File: config.mk
export PLATFORM = sky130hd
export DESIGN_NAME = line_buffer_ctrl
export DESIGN_NICKNAME = d
export VERILOG_FILES = /design/src/rtl/line_buffer_ctrl.sv
export SDC_FILE = /design/constraint.sdc
export NUM_CORES = 1
export LEC_CHECK = 0
export CAP_MARGIN = 20
export CELL_PAD_IN_SITES_DETAIL_PLACEMENT = 1
export CELL_PAD_IN_SITES_GLOBAL_PLACEMENT = 1
export CORE_MARGIN = 10
export CORE_UTILIZATION = 36
export DETAILED_ROUTE_END_ITERATION = 10
export GPL_TIMING_DRIVEN = 0
export PLACE_DENSITY = 0.88
export SYNTH_ARGS = -nofsm -noshare
export SYNTH_HDL_FRONTEND = slang
export SYNTH_SLANG_ARGS = --single-unit
File: constraint.sdc
create_clock -name clk -period 7.8 [get_ports clk]
set_clock_uncertainty 0.2 [all_clocks]
set_input_delay 2.34 -clock clk [delete_from_list [all_inputs] [get_ports clk]]
set_output_delay 2.34 -clock clk [all_outputs]
set_load 0.1 [all_outputs]
File: src/rtl/line_buffer_ctrl.sv
// 3x3 sliding-window controller over two external single-port-read line buffers.
// One pixel per cycle; windows are masked until two full rows and columns are present.
module line_buffer_ctrl #(
   parameter int D_WIDTH            = 16,
   parameter int LINE_BUF_ADDR_BITS = 5,
   parameter int IMG_W              = 30,
   parameter int IMG_H              = 30
) (
   input  logic                          clk,
   input  logic                          rst,
   input  logic                          in_valid,
   input  logic [D_WIDTH-1:0]            in_data,
   output logic                          in_ready,
   output logic [LINE_BUF_ADDR_BITS-1:0] lb_rd_addr,
   input  logic [D_WIDTH-1:0]            lb_rd_data_I,
   input  logic [D_WIDTH-1:0]            lb_rd_data_II,
   output logic [LINE_BUF_ADDR_BITS-1:0] lb_wr_addr,
   output logic                          lb_wr_en_I,
   output logic                          lb_wr_en_II,
   output logic [D_WIDTH-1:0]            lb_wr_data_I,
   output logic [D_WIDTH-1:0]            lb_wr_data_II,
   output logic                          win_valid,
   input  logic                          win_ready,
   output logic [9*D_WIDTH-1:0]          win_data,
   output logic                          frame_done
);

   localparam int ROW_BITS = (IMG_H > 2) ? $clog2(IMG_H) : 2;

   localparam logic [LINE_BUF_ADDR_BITS-1:0] COL_LAST = LINE_BUF_ADDR_BITS'(IMG_W - 1);
   localparam logic [LINE_BUF_ADDR_BITS-1:0] COL_TWO  = LINE_BUF_ADDR_BITS'(2);
   localparam logic [LINE_BUF_ADDR_BITS-1:0] COL_ONE  = LINE_BUF_ADDR_BITS'(1);
   localparam logic [ROW_BITS-1:0]           ROW_LAST = ROW_BITS'(IMG_H - 1);
   localparam logic [ROW_BITS-1:0]           ROW_TWO  = ROW_BITS'(2);
   localparam logic [ROW_BITS-1:0]           ROW_ONE  = ROW_BITS'(1);

   logic [LINE_BUF_ADDR_BITS-1:0] col_reg, col_next;
   logic [ROW_BITS-1:0]           row_reg, row_next;

   logic                          s1_valid_reg;
   logic [D_WIDTH-1:0]            s1_data_reg;
   logic [LINE_BUF_ADDR_BITS-1:0] s1_col_reg;
   logic [ROW_BITS-1:0]           s1_row_reg;

   logic win_valid_reg;
   logic frame_done_reg;

   logic stall;
   logic accept;
   logic advance;
   logic s1_is_last;
   logic s1_makes_window;

   logic [D_WIDTH-1:0] new_col [3];

   // Outputs that must read low during reset are gated so they drop in the same cycle.
   assign win_valid  = win_valid_reg & ~rst;
   assign frame_done = frame_done_reg & ~rst;

   assign stall   = win_valid & ~win_ready;
   assign in_ready = ~stall & ~rst;
   assign accept  = in_valid & in_ready;
   assign advance = s1_valid_reg & ~stall & ~rst;

   assign s1_is_last      = (s1_col_reg == COL_LAST) && (s1_row_reg == ROW_LAST);
   assign s1_makes_window = (s1_col_reg >= COL_TWO) && (s1_row_reg >= ROW_TWO);

   always_comb begin
      col_next = col_reg;
      row_next = row_reg;
      if (col_reg == COL_LAST) begin
         col_next = '0;
         row_next = (row_reg == ROW_LAST) ? '0 : row_reg + ROW_ONE;
      end else begin
         col_next = col_reg + COL_ONE;
      end
   end

   // While S1 is held the read is re-issued at its own column so the data is re-presented.
   assign lb_rd_addr = (s1_valid_reg && stall) ? s1_col_reg : col_reg;

   assign lb_wr_addr    = s1_col_reg;
   assign lb_wr_en_I    = advance;
   assign lb_wr_en_II   = advance;
   assign lb_wr_data_I  = advance ? s1_data_reg : '0;
   assign lb_wr_data_II = advance ? lb_rd_data_I : '0;

   assign new_col[0] = lb_rd_data_II;
   assign new_col[1] = lb_rd_data_I;
   assign new_col[2] = s1_data_reg;

   always_ff @(posedge clk) begin
      if (rst) begin
         col_reg        <= '0;
         row_reg        <= '0;
         s1_valid_reg   <= 1'b0;
         s1_data_reg    <= '0;
         s1_col_reg     <= '0;
         s1_row_reg     <= '0;
         win_valid_reg  <= 1'b0;
         frame_done_reg <= 1'b0;
      end else begin
         if (accept) begin
            col_reg      <= col_next;
            row_reg      <= row_next;
            s1_valid_reg <= 1'b1;
            s1_data_reg  <= in_data;
            s1_col_reg   <= col_reg;
            s1_row_reg   <= row_reg;
         end else if (advance) begin
            s1_valid_reg <= 1'b0;
         end

         if (advance) begin
            win_valid_reg <= s1_makes_window;
         end else if (win_ready) begin
            win_valid_reg <= 1'b0;
         end

         frame_done_reg <= advance && s1_is_last;
      end
   end

   // Each window row is a 3-tap shift register fed by its own line source.
   genvar gi, gj;
   generate
      for (gi = 0; gi < 3; gi++) begin : gen_row
         logic [D_WIDTH-1:0] tap_reg [3];

         always_ff @(posedge clk) begin
            if (rst) begin
               tap_reg[0] <= '0;
               tap_reg[1] <= '0;
               tap_reg[2] <= '0;
            end else if (advance) begin
               tap_reg[0] <= tap_reg[1];
               tap_reg[1] <= tap_reg[2];
               tap_reg[2] <= new_col[gi];
            end
         end

         for (gj = 0; gj < 3; gj++) begin : gen_tap
            assign win_data[(3*gi+gj)*D_WIDTH +: D_WIDTH] = tap_reg[gj];
         end
      end
   endgenerate

endmodule

# Yosys cells after proc, flatten, opt, wreduce, memory -nomap -nowiden
# Memory sizes are Yosys's and may differ from the RTL's.
# Index checks and enable logic that the tools add are counted.
[totals] output_inout_bits=191 wordCells=68 input_bits=52 memories=3 register_bits=39 ram_bits=144
[classes] n_reduce_logical=7 order_cmp=2 mux=23 addsub=2 bitwise=19 n_eq_ne=4
[mem_list] memory="gen_row[0].tap_reg" words=3 word_bits=16 read_ports=3 rd_clocked_by_memory_dff=0 write_ports=3 line="128" text="logic [D_WIDTH-1:0] tap_reg [3];"
[mem_list] memory="gen_row[1].tap_reg" words=3 word_bits=16 read_ports=3 rd_clocked_by_memory_dff=0 write_ports=3 line="128"
[mem_list] memory="gen_row[2].tap_reg" words=3 word_bits=16 read_ports=3 rd_clocked_by_memory_dff=0 write_ports=3 line="128"
[op_table] cell="$mux W16" count=11
[op_table] cell="$eq A5 B5 Y1 const B" count=4
[op_table] cell="$mux W5" count=3
[op_table] cell="$add A5 B1 Y5 const B" count=2
[op_table] cell="$ge A5 B2 Y1 const B" count=2
[op_table] cell="$mux W1" count=9
[op_table] cell="$or A1 B1 Y1" count=9
[op_table] cell="$and A1 B1 Y1" count=7
[op_table] cell="$logic_and A1 B1 Y1" count=4
[op_table] cell="$reduce_bool A2 Y1" count=2
[op_table] cell="$not A1 Y1" count=3
[op_table] cell="$reduce_and A2 Y1" count=1

# Depth between registers and ports, before layout
[depth] word_depth=10 mapped_depth=6 depth_no_buf=5

# Least setup slack after synthesis
# Ideal clock, no wire load.
[synth_timing] path_type="input -> output" from="in rst" to="out lb_rd_addr[1]" t_required_ps=5260 path_slack_ps=322 arrival_time_ps=4938 path_stages=4 path_buffers=2 path_cell_list="buf_6 -> and4bb_2 -> buf_2 -> o21ai_0"
[synth_between] elab_chain_len=5
[synth_lines] item="start: declaration" line="10" text="input logic rst,"
[synth_lines] item="$not A1 Y1" line="57" text="assign win_valid = win_valid_reg & ~rst;"
[synth_lines] item="$and A1 B1 Y1" line="57"
[synth_lines] item="$and A1 B1 Y1" line="60" text="assign stall = win_valid & ~win_ready;"
[synth_lines] item="$logic_and A1 B1 Y1" line="80" text="assign lb_rd_addr = (s1_valid_reg && stall) ? s1_col_reg : col_reg;"
[synth_lines] item="$mux W5" line="80"
[synth_lines] item="end: declaration" line="14" text="output logic [LINE_BUF_ADDR_BITS-1:0] lb_rd_addr,"
# No other way between the ends.

# Worst setup path in the final report
[layout_timing] from="in win_ready" to="out lb_wr_data_I[10]"
[layout_between] elab_chain_len=6
[layout_lines] item="start: declaration" line="23" text="input logic win_ready,"
[layout_lines] item="$not A1 Y1" line="60"
[layout_lines] item="$and A1 B1 Y1" line="60"
[layout_lines] item="$not A1 Y1" line="63" text="assign advance = s1_valid_reg & ~stall & ~rst;"
[layout_lines] item="$and A1 B1 Y1 (2 in series)" line="63"
[layout_lines] item="$mux W16" line="85" text="assign lb_wr_data_I = advance ? s1_data_reg : '0;"
[layout_lines] item="end: declaration" line="20" text="output logic [D_WIDTH-1:0] lb_wr_data_I,"
# No other way between the ends.

==> flow_summary_export.csv <==
group,metric,value,unit
synthesis,synth_nets,609,
power_and_ir_drop,internal_power,0.00173,W
clocking,cts_tree,"done",
synthesis,synth_edf_count,144,
power_and_ir_drop,swShare,32.7,%
placement,gp_congestion,0.813,
power_and_ir_drop,switching_power,0.000842,W
die,initial_core_util,36.6,%
clocking,cts_hold_buf,0,
die,top_level_ports,243,
global_route,grt_max_degree,65,
synthesis,synth_cells,553,
worst_hold_path,hold_path_class,"reg2reg",
setup_path,critPathMaxFanout,10,
detailed_routing,routed_wl,23400,um
timing,setup_viol,0,
timing,period_share,97.5,%
power_and_ir_drop,comb_power_share,22.3,%
detailed_routing,wl_per_cell,21.3,um
layout,nNetsFinal,871,
die,core_region_area,0.0202,mm2
layout,layout-drive-gt1-share,7.49,%
synthesis,ys.flop_type,"edfxtp_1",
detailed_routing,dr.pass1.iters,4,
outcome,outcome,"complete, no violations",
synthesis,synth_area,0.00737,mm2
global_route,grt_pass1_vias,5606,
power_and_ir_drop,total_power,0.00257,W
synthesis,yosysWarnings,0,
synthesis,synth-seq-cells,183,
setup_path,critPathBufInv,4,
power_and_ir_drop,powerDensity,240,mW/mm2
synthesis,synth.avg_cell_area,13.3,um2
timing,relSlewSlack,26.5,%
detailed_routing,vias,5221,
placement,dpl.cell_count,1066,
power_and_ir_drop,vdd_drop_max,145,uV
layout,antenna_cells,0,
run,drv_cap,0,
layout,syn2layout_area_growth,45.4,%
clocking,h-tree-depth,4,
setup_path,crit_required,5260,ps
placement,dp_hpwl,18100,um
clocking,cts.sinks,183,
layout,instances_no_fill,1098,
timing,min_period,7610,ps
setup_path,slowest_delay,880,ps
timing,setup_ws,192,ps
global_route,grt_pass1_wl,34600,um
setup_path,critPathSlowestCell,"dlygate4sd2_1",
layout,final_cell_mix,"clkdlybuf4s50_1 (217), and2_1 (177), edfxtp_1 (144)",
detailed_routing,drt_iter0_markers,353,
placement,place_ws,-342,ps
synthesis,yosysSeqAreaShare,69.2,%
layout,largest_reg_flops,144,
timing,worstMarginPinSlew,1100,ps
power_and_ir_drop,clockPowerShare,33.6,%
detailed_routing,antenna_left,0,
timing,fmax,131,MHz
layout,final_common_cell,"clkdlybuf4s50_1",
layout,finish.utilization,53.2,%
clocking,clockBufferDepth,2,
timing,hold_viol,0,
power_and_ir_drop,p_leak,4.02,nW
timing,slew_viol_final,0,
setup_path,critPathArrivalTime,5070,ps
setup_path,worstRegToRegCells,5,
global_route,antenna_found_initial,1,
die,die_w,163,um
layout,fill_cells,2078,
worst_hold_path,whs_path_depth,2,
die,rows,52,
clocking,root_buffer,"clkbuf_16",
clocking,clk_latency,420,ps
clocking,clk_pin_slew,70,ps
die,die_h,163,um
setup_path,setup.worst_path.class,"in2out",
power_and_ir_drop,p_seq_share,44.1,%
setup_path,endpoint_kind,"output port",
setup_path,startpoint_type,"input pin",
detailed_routing,routed_via_density,4.76,
clocking,post_cts.repair.setup_buffers,0,
die,dieArea,0.0266,mm2
timing,fin_setup_tns,0,ps
setup_path,cp_top_family,"buffers and inverters",
clocking,cts_buffers,17,
synthesis,synth.distinct_cells,41,
detailed_routing,post-route-drc-count,0,
synthesis,async_flop_share,0,%
setup_path,cp_cell_sequence,"clkdlybuf4s50_1 -> nor2b_4 -> nor3b_4 -> clkbuf_1 -> clkbuf_2 -> and2_1 -> dlygate4sd2_1",
global_route,grt_overflow_total,0,
global_route,grtUsageTotal,17.0,%
setup_path,path_depth,7,
timing,rsz0062_at_grt,"false",
placement,port-buffer-count,241,
[final timing paths]
check | startpoint | endpoint | slack, ps
worst min register to register | s1_row_reg[2] | s1_row_reg[2] | 290
worst min-delay path | s1_row_reg[2] | s1_row_reg[2] | 290
worst max-delay path | win_ready | lb_wr_data_I[10] | 190
worst max register to register | win_valid_reg | gen_row[1].tap_reg[0][7] | 5510
[synthesized netlist by cell type (2+ instances only)]
cell type  count  share of area (%)
a41oi_1        5               0.59
nor2b_1        4               0.34
nand2b_1      25                2.1
buf_2          5               0.34
nand3_1       27                1.8
nor3_1         2               0.14
nand4_1        5               0.42
buf_4          2               0.20
buf_6          2               0.31
a31oi_1        2               0.17
clkbuf_2       2               0.14
or4_1          4               0.41
nor2_1         6               0.31
a21oi_1        8               0.54
a311oi_1       3               0.36
dfxtp_1       39                 11
and2_1       177                 15
nand2_1        2               0.10
ha_1           4               0.68
o31ai_1        2               0.20
inv_1          2               0.10
clkbuf_1      29                1.5
o21ai_0       29                2.0
edfxtp_1     144                 59
mux2_2         4               0.61
and3_1         4               0.34
[per-stage QoR]
| step | cell area (um2) | hold slack [ps] |
|---|---|---|
| floorplan | 7370 | 249 |
| global placement | 10100 | 268 |
| detailed placement | 10200 | 279 |
| CTS | 10800 | 291 |
| global route | 10700 | 319 |
| finish | 10700 | 287 |
[power by group through the flow]
stage               clock, W  sequential (W)  combinational, W
detailed placement         0         0.00116          0.000579
floorplan                  0         0.00149         0.0000852
finish              0.000864         0.00114          0.000574
global placement           0         0.00116          0.000570
CTS                 0.000876         0.00114          0.000579
global route        0.000912         0.00114          0.000588
[cells by family (layout without fill, tap and decap cells)]
logic type | Yosys count | count (layout) | synth area share [%]
adders and majority gates | 4 | 4 | 0.679
muxes | 4 | 4 | 0.611
buffers and inverters | 42 | 317 | 2.56
DFF | 183 | 183 | 69.2
and+or+nand+nor | 264 | 264 | 22.3
AOI/OAI and AO/OA | 56 | 56 | 4.67
[cell type report]
cell class | count | area, um2 | share of cell area, %
inverter | 2 | 7.51 | 0.0700
timing repair buffer | 243 | 2420 | 22.5
buffer | 40 | 181 | 1.69
clock inverter | 14 | 159 | 1.48
tap | 270 | 338 | 3.15
sequential | 183 | 5100 | 47.6
multi-input combinational | 328 | 2090 | 19.5
clock buffer | 18 | 429 | 4.00
[tightest hold or removal path: cells and delay by family, from the launching register on]
family,cells,cell delay [ps]
DFF,1,320
and+or+nand+nor,1,60
AOI/OAI and AO/OA,1,60
[per-layer routing]
| layer | GRT usage [%] | part of all wire [%] | vias up |
|---|---|---|---|
| met5 | 0 | 0.056 | - |
| met4 | 5.66 | 2.1 | 2 |
| met3 | 4.68 | 6.6 | 27 |
| met2 | 30.9 | 52 | 174 |
| met1 | 18.6 | 39 | 2557 |
| li1 | - | - | 2461 |
[what timing repair did]
| item | in CTS | in global routing |
|---|---|---|
| endpoints found under the hold margin | 0 | 0 |
| endpoints found under the setup margin | 23 | 11 |
| gates resized for setup | 35 | 14 |
Power figures use the tool's default switching activity.
